### src/rtl/b06_pkg.sv
// Shared types for the b06 request front-end: FSM states and CC_MUX select codes.
package b06_pkg;

  typedef enum logic [1:0] {
    IDLE     = 2'd0,
    PEND     = 2'd1,
    WAIT_LOW = 2'd2
  } state_t;

  typedef enum logic [1:0] {
    CCM_ANY = 2'd0,
    CCM_R1  = 2'd1,
    CCM_R2  = 2'd2,
    CCM_R3  = 2'd3
  } ccm_t;

endpackage

### src/rtl/b06_sync.sv
// Multi-flop synchroniser for the raw request, cleared synchronously with the block reset.
module b06_sync #(
  parameter int unsigned STAGES = 2
) (
  input  logic clock,
  input  logic clr,
  input  logic d,
  output logic q
);

  logic [STAGES-1:0] chain;

  always_ff @(posedge clock) begin
    if (clr) chain <= '0;
    else     chain <= {chain[STAGES-2:0], d};
  end

  assign q = chain[STAGES-1];

endmodule

### src/rtl/b06_req_front.sv
// Request front-end for the b06 handler: sync + edge detect, request FSM,
// data latch and reference compare (EQL), saturating timeout counter (CONT_EQL).
module b06_req_front
  import b06_pkg::*;
#(
  parameter int unsigned       DATA_W      = 8,
  parameter int unsigned       SYNC_STAGES = 2,
  parameter int unsigned       CNT_W       = 4,
  parameter int unsigned       CNT_TERM    = 9,
  parameter logic [DATA_W-1:0] REF1        = DATA_W'(8'h0F),
  parameter logic [DATA_W-1:0] REF2        = DATA_W'(8'hF0),
  parameter logic [DATA_W-1:0] REF3        = DATA_W'(8'hFF)
) (
  input  logic              clock,
  input  logic              RESET_G,
  input  logic              REQ_IN,
  input  logic [DATA_W-1:0] DATA_IN,
  input  logic [1:0]        CC_MUX,
  input  logic              ENABLE_COUNT,
  input  logic              ACKOUT,
  output logic              EQL,
  output logic              CONT_EQL,
  output logic              ERR_OVR
);

  localparam logic [CNT_W-1:0] TERM = CNT_W'(CNT_TERM);

  logic              req_s;
  logic              req_d;
  logic              rise;
  state_t            state;
  logic [DATA_W-1:0] data_q;
  logic [DATA_W-1:0] data_nxt;
  logic              pend_nxt;
  logic              match;
  logic [CNT_W-1:0]  cnt;

  b06_sync #(.STAGES(SYNC_STAGES)) u_sync (
    .clock (clock),
    .clr   (RESET_G),
    .d     (REQ_IN),
    .q     (req_s)
  );

  assign rise = req_s & ~req_d;

  // Data is captured only when a request is accepted from IDLE.
  assign data_nxt = (state == IDLE && rise) ? DATA_IN : data_q;
  assign pend_nxt = (state == IDLE && rise) || (state == PEND && !ACKOUT);

  // Compare against the value DATA_Q will hold after this edge.
  always_comb begin
    match = 1'b1;
    case (ccm_t'(CC_MUX))
      CCM_ANY: match = 1'b1;
      CCM_R1:  match = (data_nxt == REF1);
      CCM_R2:  match = (data_nxt == REF2);
      CCM_R3:  match = (data_nxt == REF3);
      default: match = 1'b1;
    endcase
  end

  always_ff @(posedge clock) begin
    if (RESET_G) begin
      req_d   <= 1'b0;
      state   <= IDLE;
      data_q  <= '0;
      EQL     <= 1'b0;
      ERR_OVR <= 1'b0;
      cnt     <= '0;
    end else begin
      req_d  <= req_s;
      data_q <= data_nxt;
      EQL    <= pend_nxt & match;

      case (state)
        IDLE:     if (rise) state <= PEND;
        PEND: begin
          if (ACKOUT)    state   <= WAIT_LOW;
          else if (rise) ERR_OVR <= 1'b1;
        end
        WAIT_LOW: if (!req_s) state <= IDLE;
        default:  state <= IDLE;
      endcase

      // Saturating timeout counter; never wraps past the terminal count.
      if (!ENABLE_COUNT)    cnt <= '0;
      else if (cnt != TERM) cnt <= cnt + CNT_W'(1);
    end
  end

  assign CONT_EQL = (cnt == TERM);

endmodule

### config.mk
export PLATFORM = sky130hd
export DESIGN_NAME = b06_req_front
export DESIGN_NICKNAME = d
export VERILOG_FILES = /design/src/rtl/b06_pkg.sv /design/src/rtl/b06_sync.sv /design/src/rtl/b06_req_front.sv
export SDC_FILE = /design/constraint.sdc
export NUM_CORES = 1
export LEC_CHECK = 0
export BUFFER_PORTS_ARGS = -buffer_cell sky130_fd_sc_hd__buf_2
export CAP_MARGIN = 5
export CORE_ASPECT_RATIO = 1.4
export CORE_MARGIN = 8
export CORE_UTILIZATION = 40
export DETAILED_ROUTE_END_ITERATION = 8
export REMOVE_ABC_BUFFERS = 1
export SYNTH_ARGS = -nofsm -noshare
export SYNTH_HDL_FRONTEND = slang
export SYNTH_SLANG_ARGS = --single-unit
### constraint.sdc
create_clock -name clock -period 2.4 [get_ports clock]
set_clock_uncertainty 0.15 [all_clocks]
set_input_delay 0.24 -clock clock [delete_from_list [all_inputs] [get_ports clock]]
set_output_delay 0.24 -clock clock [all_outputs]
set_load 0.005 [all_outputs]
### After elaboration in Yosys (flattened, before gate mapping)

Index checks and enable logic that the tools add are counted.

| word-level totals | value |
|---|---|
| register bits after elaboration | 19 |

| operators by class | value |
|---|---|
| add/sub/neg operators | 1 |
| equal/unequal tests | 13 |
| multiplexer cells | 6 |
| bitwise gates (word level) | 5 |
| reduce and logical (&&, ||, !) cells | 9 |

Operators by type and width:

| operator | number |
|---|---|
| $eq A8 B8 Y1 const B | 2 |
| $eq A8 B4 Y1 const B | 1 |
| $mux W8 | 1 |
| $eq A2 B2 Y1 const B | 3 |
| $mux W2 | 3 |
| $ne A2 B2 Y1 const B | 3 |
| $pmux W2 S3 | 1 |
| $reduce_and A3 Y1 | 2 |
| $add A4 B1 Y4 const B | 1 |
| $eq A2 B1 Y1 const B | 2 |
| $eq A4 B4 Y1 const B | 1 |
| $logic_not A2 Y1 | 2 |
| $ne A4 B4 Y1 const B | 1 |
| $pmux W1 S4 | 1 |
| $not A1 Y1 | 3 |
| $and A1 B1 Y1 | 2 |
| $logic_and A1 B1 Y1 | 2 |
| $reduce_or A2 Y1 | 1 |
| $logic_not A1 Y1 | 1 |
| $logic_or A1 B1 Y1 | 1 |

### Longest topological paths before layout

| depth | value |
|---|---|
| depth in word-level cells | 7 |
| mapped depth | 6 |
| mapped depth without buffers | 5 |

### By module

Synthesis repeated with hierarchy kept, for this count alone.

| second synthesis, totals | value |
|---|---|
| cells, all modules | 79 |
| area, all modules | 803.3 um^2 |

Modules (own cells, without submodules):

| module | instances | cells an instance | area each (um^2) | sequential area each (um^2) |
|---|---|---|---|---|
| b06_req_front | 1 | 75 | 750.7 | 340.3 |
| b06_sync | 1 | 4 | 52.6 | 40.0 |

### Worst setup path after synthesis

Ideal clock, no wire load.

| timing | value |
|---|---|
| path kind | reg-to-reg |
| start | register state[1] |
| end | register EQL |
| arrival time | 1730 ps |
| data required time | 2147 ps |
| path slack | 417 ps |
| cell stages (with the launch flop) | 6 |
| buffers on the path | 1 |
| period minus slack after synthesis | 1983 ps |
| cells stage by stage | dfxtp_1 > nor4b_4 > buf_6 > mux2i_1 > or4_1 > a222oi_1 |

| between the ends | value |
|---|---|
| longest elaborated chain between the ends | 6 |
| elaborated cells on any way between the ends | 11 |

Ends and longest elaborated chain:

| element | line | text |
|---|---|---|
| start, declared | b06_req_front.sv:31 | `state_t state;` |
| start signal, assigned | b06_req_front.sv:66 | `state <= IDLE;` |
| start signal, assigned | b06_req_front.sv:77 | `IDLE: if (rise) state <= PEND;` |
| start signal, assigned | b06_req_front.sv:79 | `if (ACKOUT) state <= WAIT_LOW;` |
| $logic_not A2 Y1 | b06_req_front.sv:48, b06_req_front.sv:49 |  |
| $logic_and A1 B1 Y1 | b06_req_front.sv:48, b06_req_front.sv:49 |  |
| $mux W8 | b06_req_front.sv:48 | `assign data_nxt = (state == IDLE && rise) ? DATA_IN : data_q;` |
| $eq A8 B8 Y1, or another cell as far along | b06_req_front.sv:58 | `CCM_R3: match = (data_nxt == REF3);` |
| $pmux W1 S4 | b06_req_front.sv:54 | `case (ccm_t'(CC_MUX))` |
| $and A1 B1 Y1 * | b06_req_front.sv:74 | `EQL <= pend_nxt & match;` |
| end signal, assigned | b06_req_front.sv:74 |  |
| end, declared | b06_req_front.sv:21 | `output logic EQL,` |

Mark *: on every way between the ends. The rest lies on a longest branch, timed or not.
A chain may end at the register's enable or synchronous reset.

### Worst setup path after layout

Same ends and word-level chain as after synthesis.

==> impl_results.md <==
- Pin count of the biggest net entering global routing: 16
- Net Switching: 125 uW
- Global-route wire length before repair: 2.36 mm
- Core area: 1930 um2
- Post-CTS Setup Repair Bufs: 0
- Dominant synthesized flop cell: dfxtp_1
- Yosys warns: 0
- Placed instance count: 116
- Most frequent cell after synthesis: dfxtp_1
- Critical Path Start Type: flip-flop
- Full die area: 3680 um2
- # clock sinks: 19
- Final std cells w/o fill: 121
- Vias in the first global route: 565
- Async SR Flop Fraction: 0%
- Post-Syn Area: 793 um2
- Detail Route Antenna Nets: 0
- GRT met2 Usage: 14.0%
- WHS Path Cells: 2
- Dominant cells by area after synthesis: dfxtp_1 (48%), mux2i_1 (10%), nor2_1 (6.6%)
- Drt pass-1 iters: 4
- CP max FO: 5
- Sequential share of the synthesized area: 47.9%
- Comb power frac: 9.4%
- Post-synth EDFFs: 0
- CTS root buffer: clkbuf_4
- Global Route Usage Sum: 8.87%
- ANT cells: 0
- Worst Reg-to-Reg Cells: 4
- DIE HEIGHT: 68.7 um
- Hold Buf Count CTS: 1
- Sw Ratio: 23.3%
- # IOs: 18
- Final hold viol count: 0
- Unrepaired setup endpoints after global routing: false
- Area growth from synthesis to layout: 17.8%
- Busiest grt layer: met2
- Total grt overflow: 0
- Vias per cell: 5.00
- Min-delay worst type: primary input to flip-flop
- Htree depth: 1
- Yosys cell types: 26
- Setup_tns: 0 ns
- M1 GR Usage: 10.2%
- CP Class: flip-flop to flip-flop
- # rows: 19
- FF+latch count, synth: 19
- Worst R2R End: EQL
- CP bufs+invs: 0
- Antenna violations before repair: 0
- Routed vias: 605
- Drt drc: 0
- Commonest cells in the netlist: dfxtp_1 (19), nor2_1 (14), mux2i_1 (8)
- Status: completed
- Reg clk slew, reported paths: 0.10 ns
- Worst path max stage delay: 0.53 ns
- Final WL: 1.49 mm
- HPWL after detailed placement: 1.17 mm
- Slowest CP cell: or4_1
- Insertion delay to the later sink of the worst-skew pair: 0.30 ns
- Static Leakage: 0.000378 uW
- Worst r2r src: state[1]
- Achievable frequency: 469 MHz
- Slew Viols, Final: 0
- Power per cell area: 576 nW/um2
- Port bufs: 17
- CP arrival: 2.18 ns
- Post-CTS resize count: 0
- Die Width: 53.6 um
- Max IR drop VDD: 0.000339 V
- FF-to-FF setup slack: 0.27 ns
- Slew Limit Headroom: 71.1%
- Synth top area share: 47.9%
- GPL Wtd Cong: 0.709
- Final Cycle Share: 88.8%
- Top delay family on crit path: simple AND/OR/NAND/NOR gates
- Num CTS Buffers: 3
- Cells after Synth: 79
- Max-Cap Viols: 0
- Clock buffer depth: 2
- Routed WL per cell: 12.3 um
- Endpoints failing setup: 0
- Initial Utilization: 41.2%
- Fin crit period: 2.13 ns
- Measured slew at the worst slew-check pin: 0.432 ns
- CP Capture Type: flip-flop
- Share of post-route cells with drive strength above 1: 24.0%
- Nets: 118
- Required @ worst endpoint: 2.45 ns
- GR Layer Usage met3: 1.93%
- Cells along the critical path: nor4b_4 -> mux2i_1 -> or4_1 -> a222oi_1
- Area leader, netlist: dfxtp_1
- P_int: 413 uW
- Starting DRT DRC Count: 12
- HP Start: CC_MUX[1]
- Worst Hold End: EQL
- CTS tree: yes
- Clock Power Share: 29.1%
- Average size of a mapped cell: 10.0 um2
- Reg power frac: 61.5%
metal layers:
layer	part of all wire (%)	routed length [um]
met5	0	0
met4	3.0	45
met3	6.0	90
met2	50	750
met1	41	605
cell families after synthesis:
kind of cell	Yosys count	synth area share, %
DFF	19	47.9
and+or+nand+nor	36	26.0
AOI/OAI and AO/OA	6	5.21
muxes	9	11.5
buffers and inverters	4	2.84
adders and majority gates	2	3.15
xor gates and xnor gates	3	3.31
cell usage in the layout, fill, tap and decap left out, drive strengths merged, types with 3 or more instances in the layout:
cell type / Yosys / final
nor2: 14 / 14
dfxtp: 19 / 19
buf: 1 / 18
clkbuf: 1 / 3
nand3b: 3 / 3
nor2b: 4 / 4
nand2b: 3 / 3
mux2i: 8 / 8
worst register-to-register path: cells and delay by family (launching register included):
kind / cells / cell delay, ns
AND/OR/NAND/NOR: 2 / 1.01
flip-flops: 1 / 0.37
AO/OA/AOI/OAI: 1 / 0.34
multiplexers: 1 / 0.17
worst max path at each step:
stage / from / to / slack [ns] / cells after the start
6_report: state[1] / EQL / 0.27 / 4
5_1_grt: state[1] / EQL / 0.08 / 5
4_1_cts: state[1] / EQL / 0.28 / 4
3_5_place_dp: state[1] / EQL / 0.31 / 4
3_3_place_gp: state[1] / EQL / 0.33 / 4
2_1_floorplan: state[1] / EQL / 0.16 / 4
power groups by stage:
stage | clock network [uW] | logic (uW) | registers (uW)
2_1_floorplan | 0 | 26.9 | 337
3_3_place_gp | 0 | 48.8 | 338
3_5_place_dp | 0 | 49.8 | 338
4_1_cts | 166 | 51.5 | 331
5_1_grt | 171 | 56.8 | 332
6_report | 157 | 50.7 | 331
stage by stage:
step / instance area, um2 / hold slack [ns] / util, % / setup WS, ns / power [uW]
detailed placement: 897 / 0.284 / 46.6 / 0.310 / 388
global route: 935 / 0.0483 / 48.5 / 0.0793 / 560
floorplan: 778 / 0.159 / - / 0.162 / 364
CTS: 935 / 0.0178 / 48.5 / 0.281 / 548
finish: 935 / 0.0268 / 48.5 / 0.270 / 538
global placement: 897 / 0.281 / 46.6 / 0.335 / 387
layout make-up:
class                      count  area [um2]
clock buffer                   3        22.5
clock inverter                 1        5.00
fill                         195         991
inverter                       2        7.51
multi-input combinational     56         390
sequential                    19         380
tap                           21        26.3
timing repair buffer          19         103
state kept, by name, indices dropped and copies added (netlist names):
register and count:
ERR_OVR 1, cnt 4, state 2, req_d 1
data_q 8, u_sync.chain 2, EQL 1
(Power assumes the default switching activity.)
